===== src/rtl/mem_port_arbiter.sv =====
// mem_port_arbiter
//   Shares one single-port, variable-latency memory between the instruction
//   fetch port and the data (MEM-stage) port. Data wins by default; a
//   saturating streak counter forces a fetch grant after MAX_D_STREAK
//   consecutive data grants taken while a fetch was waiting.
//
// Ports
//   clock, reset           : single clock, synchronous active-high reset
//   if_req/if_addr         : fetch request and word address (held to if_ready)
//   if_rdata/if_ready      : fetched word, one-cycle completion pulse
//   dm_req/dm_we/dm_addr/dm_wdata : data request (held to dm_ready)
//   dm_rdata/dm_ready      : load data, one-cycle completion pulse
//   mem_req/mem_we/mem_addr/mem_wdata : memory request, held until mem_ack
//   mem_rdata/mem_ack      : memory read data and completion
//   pipe_stall             : combinational freeze request to the core
module mem_port_arbiter #(
   parameter int unsigned MAX_D_STREAK = 4
) (
   input  logic        clock,
   input  logic        reset,
   input  logic        if_req,
   input  logic [31:0] if_addr,
   output logic [31:0] if_rdata,
   output logic        if_ready,
   input  logic        dm_req,
   input  logic        dm_we,
   input  logic [31:0] dm_addr,
   input  logic [31:0] dm_wdata,
   output logic [31:0] dm_rdata,
   output logic        dm_ready,
   output logic        mem_req,
   output logic        mem_we,
   output logic [31:0] mem_addr,
   output logic [31:0] mem_wdata,
   input  logic [31:0] mem_rdata,
   input  logic        mem_ack,
   output logic        pipe_stall
);

   localparam int unsigned DATA_W   = 32;
   localparam int unsigned STREAK_W =
      ($clog2(MAX_D_STREAK + 1) > 3) ? $clog2(MAX_D_STREAK + 1) : 3;
   localparam logic [STREAK_W-1:0] STREAK_MAX = STREAK_W'(MAX_D_STREAK);

   typedef enum logic [2:0] {
      S_IDLE  = 3'd0,
      S_IACC  = 3'd1,
      S_DACC  = 3'd2,
      S_IRESP = 3'd3,
      S_DRESP = 3'd4
   } state_t;

   state_t              r_state;
   state_t              w_state_nxt;

   logic                r_mem_req;
   logic                r_mem_we;
   logic [DATA_W-1:0]   r_mem_addr;
   logic [DATA_W-1:0]   r_mem_wdata;
   logic [DATA_W-1:0]   r_if_rdata;
   logic [DATA_W-1:0]   r_dm_rdata;
   logic                r_if_ready;
   logic                r_dm_ready;
   logic [STREAK_W-1:0] r_streak;

   logic                w_mem_req_nxt;
   logic                w_mem_we_nxt;
   logic [DATA_W-1:0]   w_mem_addr_nxt;
   logic [DATA_W-1:0]   w_mem_wdata_nxt;
   logic [DATA_W-1:0]   w_if_rdata_nxt;
   logic [DATA_W-1:0]   w_dm_rdata_nxt;
   logic                w_if_ready_nxt;
   logic                w_dm_ready_nxt;
   logic [STREAK_W-1:0] w_streak_nxt;

   logic                w_grant_d;
   logic                w_grant_i;
   logic [STREAK_W-1:0] w_streak_inc;

   // Arbitration: data unless a waiting fetch has been passed over MAX times
   always_comb begin
      w_grant_d    = dm_req && (!if_req || (r_streak < STREAK_MAX));
      w_grant_i    = if_req && !w_grant_d;
      w_streak_inc = (r_streak < STREAK_MAX) ? (r_streak + STREAK_W'(1)) : r_streak;
   end

   // State register
   always_ff @(posedge clock) begin
      if (reset) r_state <= S_IDLE;
      else       r_state <= w_state_nxt;
   end

   // Next-state logic
   always_comb begin
      w_state_nxt = r_state;
      case (r_state)
         S_IDLE: begin
            if (w_grant_d)      w_state_nxt = S_DACC;
            else if (w_grant_i) w_state_nxt = S_IACC;
         end
         S_IACC:  if (mem_ack) w_state_nxt = S_IRESP;
         S_DACC:  if (mem_ack) w_state_nxt = S_DRESP;
         S_IRESP: w_state_nxt = S_IDLE;
         S_DRESP: w_state_nxt = S_IDLE;
         default: w_state_nxt = S_IDLE;
      endcase
   end

   // Output logic: next values for the registered outputs
   always_comb begin
      w_mem_req_nxt   = r_mem_req;
      w_mem_we_nxt    = r_mem_we;
      w_mem_addr_nxt  = r_mem_addr;
      w_mem_wdata_nxt = r_mem_wdata;
      w_if_rdata_nxt  = r_if_rdata;
      w_dm_rdata_nxt  = r_dm_rdata;
      w_if_ready_nxt  = 1'b0;
      w_dm_ready_nxt  = 1'b0;
      w_streak_nxt    = r_streak;
      case (r_state)
         S_IDLE: begin
            if (w_grant_d) begin
               w_mem_req_nxt   = 1'b1;
               w_mem_we_nxt    = dm_we;
               w_mem_addr_nxt  = dm_addr;
               w_mem_wdata_nxt = dm_wdata;
               // Only data grants that bypass a waiting fetch count
               w_streak_nxt    = if_req ? w_streak_inc : '0;
            end else if (w_grant_i) begin
               w_mem_req_nxt   = 1'b1;
               w_mem_we_nxt    = 1'b0;
               w_mem_addr_nxt  = if_addr;
               w_mem_wdata_nxt = '0;
               w_streak_nxt    = '0;
            end
         end
         S_IACC: begin
            if (mem_ack) begin
               w_mem_req_nxt  = 1'b0;
               w_if_rdata_nxt = mem_rdata;
               w_if_ready_nxt = 1'b1;
            end
         end
         S_DACC: begin
            if (mem_ack) begin
               w_mem_req_nxt  = 1'b0;
               // Stores leave the last load value in place
               if (!r_mem_we) w_dm_rdata_nxt = mem_rdata;
               w_dm_ready_nxt = 1'b1;
            end
         end
         default: ;
      endcase
   end

   // Datapath registers
   always_ff @(posedge clock) begin
      if (reset) begin
         r_mem_req   <= 1'b0;
         r_mem_we    <= 1'b0;
         r_mem_addr  <= '0;
         r_mem_wdata <= '0;
         r_if_rdata  <= '0;
         r_dm_rdata  <= '0;
         r_if_ready  <= 1'b0;
         r_dm_ready  <= 1'b0;
         r_streak    <= '0;
      end else begin
         r_mem_req   <= w_mem_req_nxt;
         r_mem_we    <= w_mem_we_nxt;
         r_mem_addr  <= w_mem_addr_nxt;
         r_mem_wdata <= w_mem_wdata_nxt;
         r_if_rdata  <= w_if_rdata_nxt;
         r_dm_rdata  <= w_dm_rdata_nxt;
         r_if_ready  <= w_if_ready_nxt;
         r_dm_ready  <= w_dm_ready_nxt;
         r_streak    <= w_streak_nxt;
      end
   end

   assign mem_req    = r_mem_req;
   assign mem_we     = r_mem_we;
   assign mem_addr   = r_mem_addr;
   assign mem_wdata  = r_mem_wdata;
   assign if_rdata   = r_if_rdata;
   assign dm_rdata   = r_dm_rdata;
   assign if_ready   = r_if_ready;
   assign dm_ready   = r_dm_ready;
   assign pipe_stall = (if_req & ~r_if_ready) | (dm_req & ~r_dm_ready);

endmodule


===== config.mk =====
export PLATFORM = sky130hd
export DESIGN_NAME = mem_port_arbiter
export DESIGN_NICKNAME = d
export VERILOG_FILES = /design/src/rtl/mem_port_arbiter.sv
export SDC_FILE = /design/constraint.sdc
export NUM_CORES = 1
export LEC_CHECK = 0
export BUFFER_PORTS_ARGS = -buffer_cell sky130_fd_sc_hd__clkbuf_2
export CAP_MARGIN = 20
export CORE_MARGIN = 2
export CORE_UTILIZATION = 49
export CTS_CLUSTER_SIZE = 10
export DETAILED_ROUTE_END_ITERATION = 10
export GPL_ROUTABILITY_DRIVEN = 1
export PLACE_DENSITY_LB_ADDON = 0.05
export RECOVER_POWER = 25
export SKIP_LAST_GASP = 1
export SYNTH_ARGS = -nofsm -noshare
export SYNTH_HDL_FRONTEND = slang
export SYNTH_SLANG_ARGS = --single-unit

===== constraint.sdc =====
create_clock -name clock -period 3.9 [get_ports clock]
set_input_delay 0.195 -clock clock [delete_from_list [all_inputs] [get_ports clock]]
set_output_delay 0.195 -clock clock [all_outputs]
set_load 0.02 [all_outputs]

==> impl_results.md <==
- Total placed cells including tap cells: 905
- Clk buf depth: 2
- Drt pass-1 iters: 5
- CP arrival: 2.54 ns
- Initial Utilization: 50.9%
- Num CTS Buffers: 17
- Total grt overflow: 0
- Crit path largest cell delay: approximately 0.79 ns
- Leakage power: 3.59 nW
- Routability Congestion: 0.778
- Wire length per cell: ~18 um
- Largest cells by area after synthesis: dfxtp_1 (52%), a21oi_1 (6.2%), o221a_2 (5.9%)
- Kind of critical path: reg2reg
- 1st-iter DRT viols: 479
- Nets: 1,024
- Initial antenna violation count: 0
- Worst Setup End Kind: flip-flop
- Mapped Area: 0.00530 sq mm
- Die area: 0.0117 sq mm
- Htree depth: 4
- Syn_area_per_cell: 9.50 sq um
- Setup WS post-layout: 1.81 ns
- Peak VDD IR: around 0.00035 V
- Vias: 5,837
- Skew final: 0.00788 ns
- Final Max Tran Viols: 0
- Post-Layout Cell Count: 1,038
- Final ANT Viol Nets: 0
- Clock transition at path regs: 0.06 ns
- Residual DRC: 0
- Cell Pwr Density: 513 mW/mm^2
- Area growth from synthesis to layout: 55.3%
- Setup TNS: 0 ns
- Number of global-route vias before repair: 5,663
- Post-synth top area share: 52.1%
- Critical path peak fanout: 39
- Total of warnings raised by yosys: 0
- RSZ-0062 raised after global routing: false
- Status: finished clean
- Maxcap violations: 0
- Core Area: between 0.01 and 0.015 sq mm
- Min Tclk post-route: 2.09 ns
- Total Wirelength: about 19,000 um
- Post-DP HPWL: 10,800 um
- Bufs and invs on worst path: 1
- Post-DR vias/cell: 5.62
- Root Buffer: clkbuf_8
- Relative slew slack: a little over a quarter
- Largest net degree at the start of global routing: 106
- Total GRT Usage: 31.2%
- Synthesized instance count: about 560
- Layout cell share with drive strength beyond 1: 30.7%
- Final hold slack: between 0.06 and 0.07 ns
- Clock latency on the worst-skew pair: 0.52 ns
- Startpoint types: flip-flop
- Highest clock rate: 479 MHz
- Worst slack at placement: between 1.5 and 2 ns
- Standard-cell row count: 37
- Register bit total from synthesis: 138
- Hold Path Class: in2reg
- Slew @ Worst Pin: around 1.1 ns
- Final Hold Viols: 0
- CTS tree: yes
- First-pass GRT wire length: 28,300 um
- Yosys cell types: 43
- Seq/Total Area, Yosys: between 50% and 60%
- Tcrit/Tclk final: 53.5%
- Clock Sinks: 138
- Area leader, netlist: dfxtp_1
- Total power: 0.00423 W
- Antenna Cells: 0
- Chip height: 108 um
- Required @ worst endpoint: 4.35 ns
- CP top delay family: compound AO/OA/AOI/OAI gates
- Die width: 108 um
- Mapped Nets: 693
- IO Port Bufs: 266
- CP Cell Sequence: nor3_4 > buf_4 > a21oi_4 > a22o_1
- Setup-failing EPs final: 0
- CP max stage cell: a21oi_4
- Total I/O pin count: about 270
## report_power, final
part | total (W) | switching, W | internal [W] | leakage (nW)
Clock | 0.00191 | 0.000602 | 0.00131 | 0.338
Sequential | 0.00158 | 0.0000673 | 0.00151 | 1.13
Combinational | 0.000732 | 0.000430 | 0.000302 | 2.13
Total | 0.00423 | 0.00110 | 0.00313 | 3.59
## final timing paths
path | startpoint | end | slack, ns | depth (start not counted)
worst max-delay path | r_state[2] | mem_wdata[13] | 1.81 | 4
worst min register to register | if_rdata[9] | if_rdata[9] | 0.45 | 2
worst min-delay path | if_addr[0] | mem_addr[0] | 0.07 | 4
worst max register to register | r_state[2] | mem_wdata[13] | 1.81 | 4
## worst min-delay path, delay by kind of cell
family | cells | cell delay [ns]
AO/OA/AOI/OAI | 2 | 0.23
buffers and inverters | 2 | 0.12
## logic make-up after synthesis
family / Yosys count / share of synthesized area [%]
simple gates: 116 / 10.5
fa+ha+maj: 1 / 0.236
buf+inv: 96 / 8.33
compound gates: 206 / 28.7
xor+xnor: 1 / 0.165
flops: 138 / 52.1
## sequential cells by signal (all words and copies together) (netlist names), 3 cells and up
name       count
mem_addr      32
r_state        3
dm_rdata      32
if_rdata      32
mem_wdata     32
r_streak       3
## synthesized netlist by cell type (all sizes together)
cell type	instances
nand3b	1
o221a	31
buf	31
inv	35
and3b	1
nand3	33
a22oi	1
a2111oi	1
nor4bb	1
a311oi	1
a21o	2
o22ai	1
nor4b	1
nand2	64
o211a	1
nor3	3
a41oi	32
xor2	1
o31a	1
clkbuf	30
a21oi	67
nor2	3
nor2b	1
nand4bb	1
dfxtp	138
o21ai	32
nor4	1
nand2b	2
or2	2
a32o	1
ha	1
and2	1
a21bo	1
nor3b	1
a22o	34
## per-stage QoR
stage          utilization, %  instance area (sq um)
6_report                 79.1                   8240
5_1_grt                  79.1                   8240
4_1_cts                  79.2                   8250
3_5_place_dp             63.0                   6570
3_3_place_gp             62.9                   6550
2_1_floorplan               -                   5300
## what timing repair did
| action | CTS | global route |
|---|---|---|
| resized for setup | 0 | 0 |
| setup buffers | 0 | 0 |
| endpoints found under the hold margin | 130 | 0 |
| hold buffers | 98 | 0 |
| endpoints found under the setup margin | 0 | 0 |
## layer usage
| metal | track usage [%] | vias to the layer above | share of wire, % |
|---|---|---|---|
| met5 | 0 | - | 0 |
| met4 | 16.3 | 0 | 3.5 |
| met3 | 9.16 | 62 | 7.6 |
| met2 | 55.0 | 287 | 52 |
| met1 | 33.8 | 2794 | 37 |
| li1 | - | 2694 | - |
## layout by cell type (no fill, tap or decap), types with 2 or more instances in the layout
| cell type | Yosys | routed |
|---|---|---|
| clkbuf_2 | 0 | 199 |
| dfxtp_1 | 138 | 138 |
| dlygate4sd3_1 | 0 | 98 |
| clkbuf_1 | 30 | 67 |
| a21oi_1 | 66 | 66 |
| nand2_1 | 64 | 64 |
| inv_1 | 35 | 35 |
| a22o_1 | 34 | 34 |
| nand3_1 | 33 | 33 |
| o21ai_0 | 32 | 32 |
| a41oi_1 | 32 | 32 |
| o221a_2 | 28 | 28 |
| clkbuf_16 | 0 | 16 |
| bufinv_16 | 0 | 8 |
| buf_4 | 5 | 6 |
| o221a_1 | 3 | 3 |
| clkinv_2 | 0 | 3 |
| nor2_1 | 3 | 2 |
| a21o_1 | 2 | 2 |
| nor3_1 | 2 | 2 |
| clkbuf_8 | 0 | 2 |
| clkinvlp_4 | 0 | 2 |
| buf_8 | 0 | 2 |
| buf_16 | 0 | 2 |
## layout make-up
class / count / area, sq um
timing repair buffer: 373 / 2350
multi-input combinational: 324 / 2110
tap: 136 / 170
clock buffer: 19 / 432
inverter: 35 / 131
clock inverter: 13 / 270
sequential: 138 / 2760
fill: 694 / 2180
No activity file was read; power rests on OpenSTA's default activity.
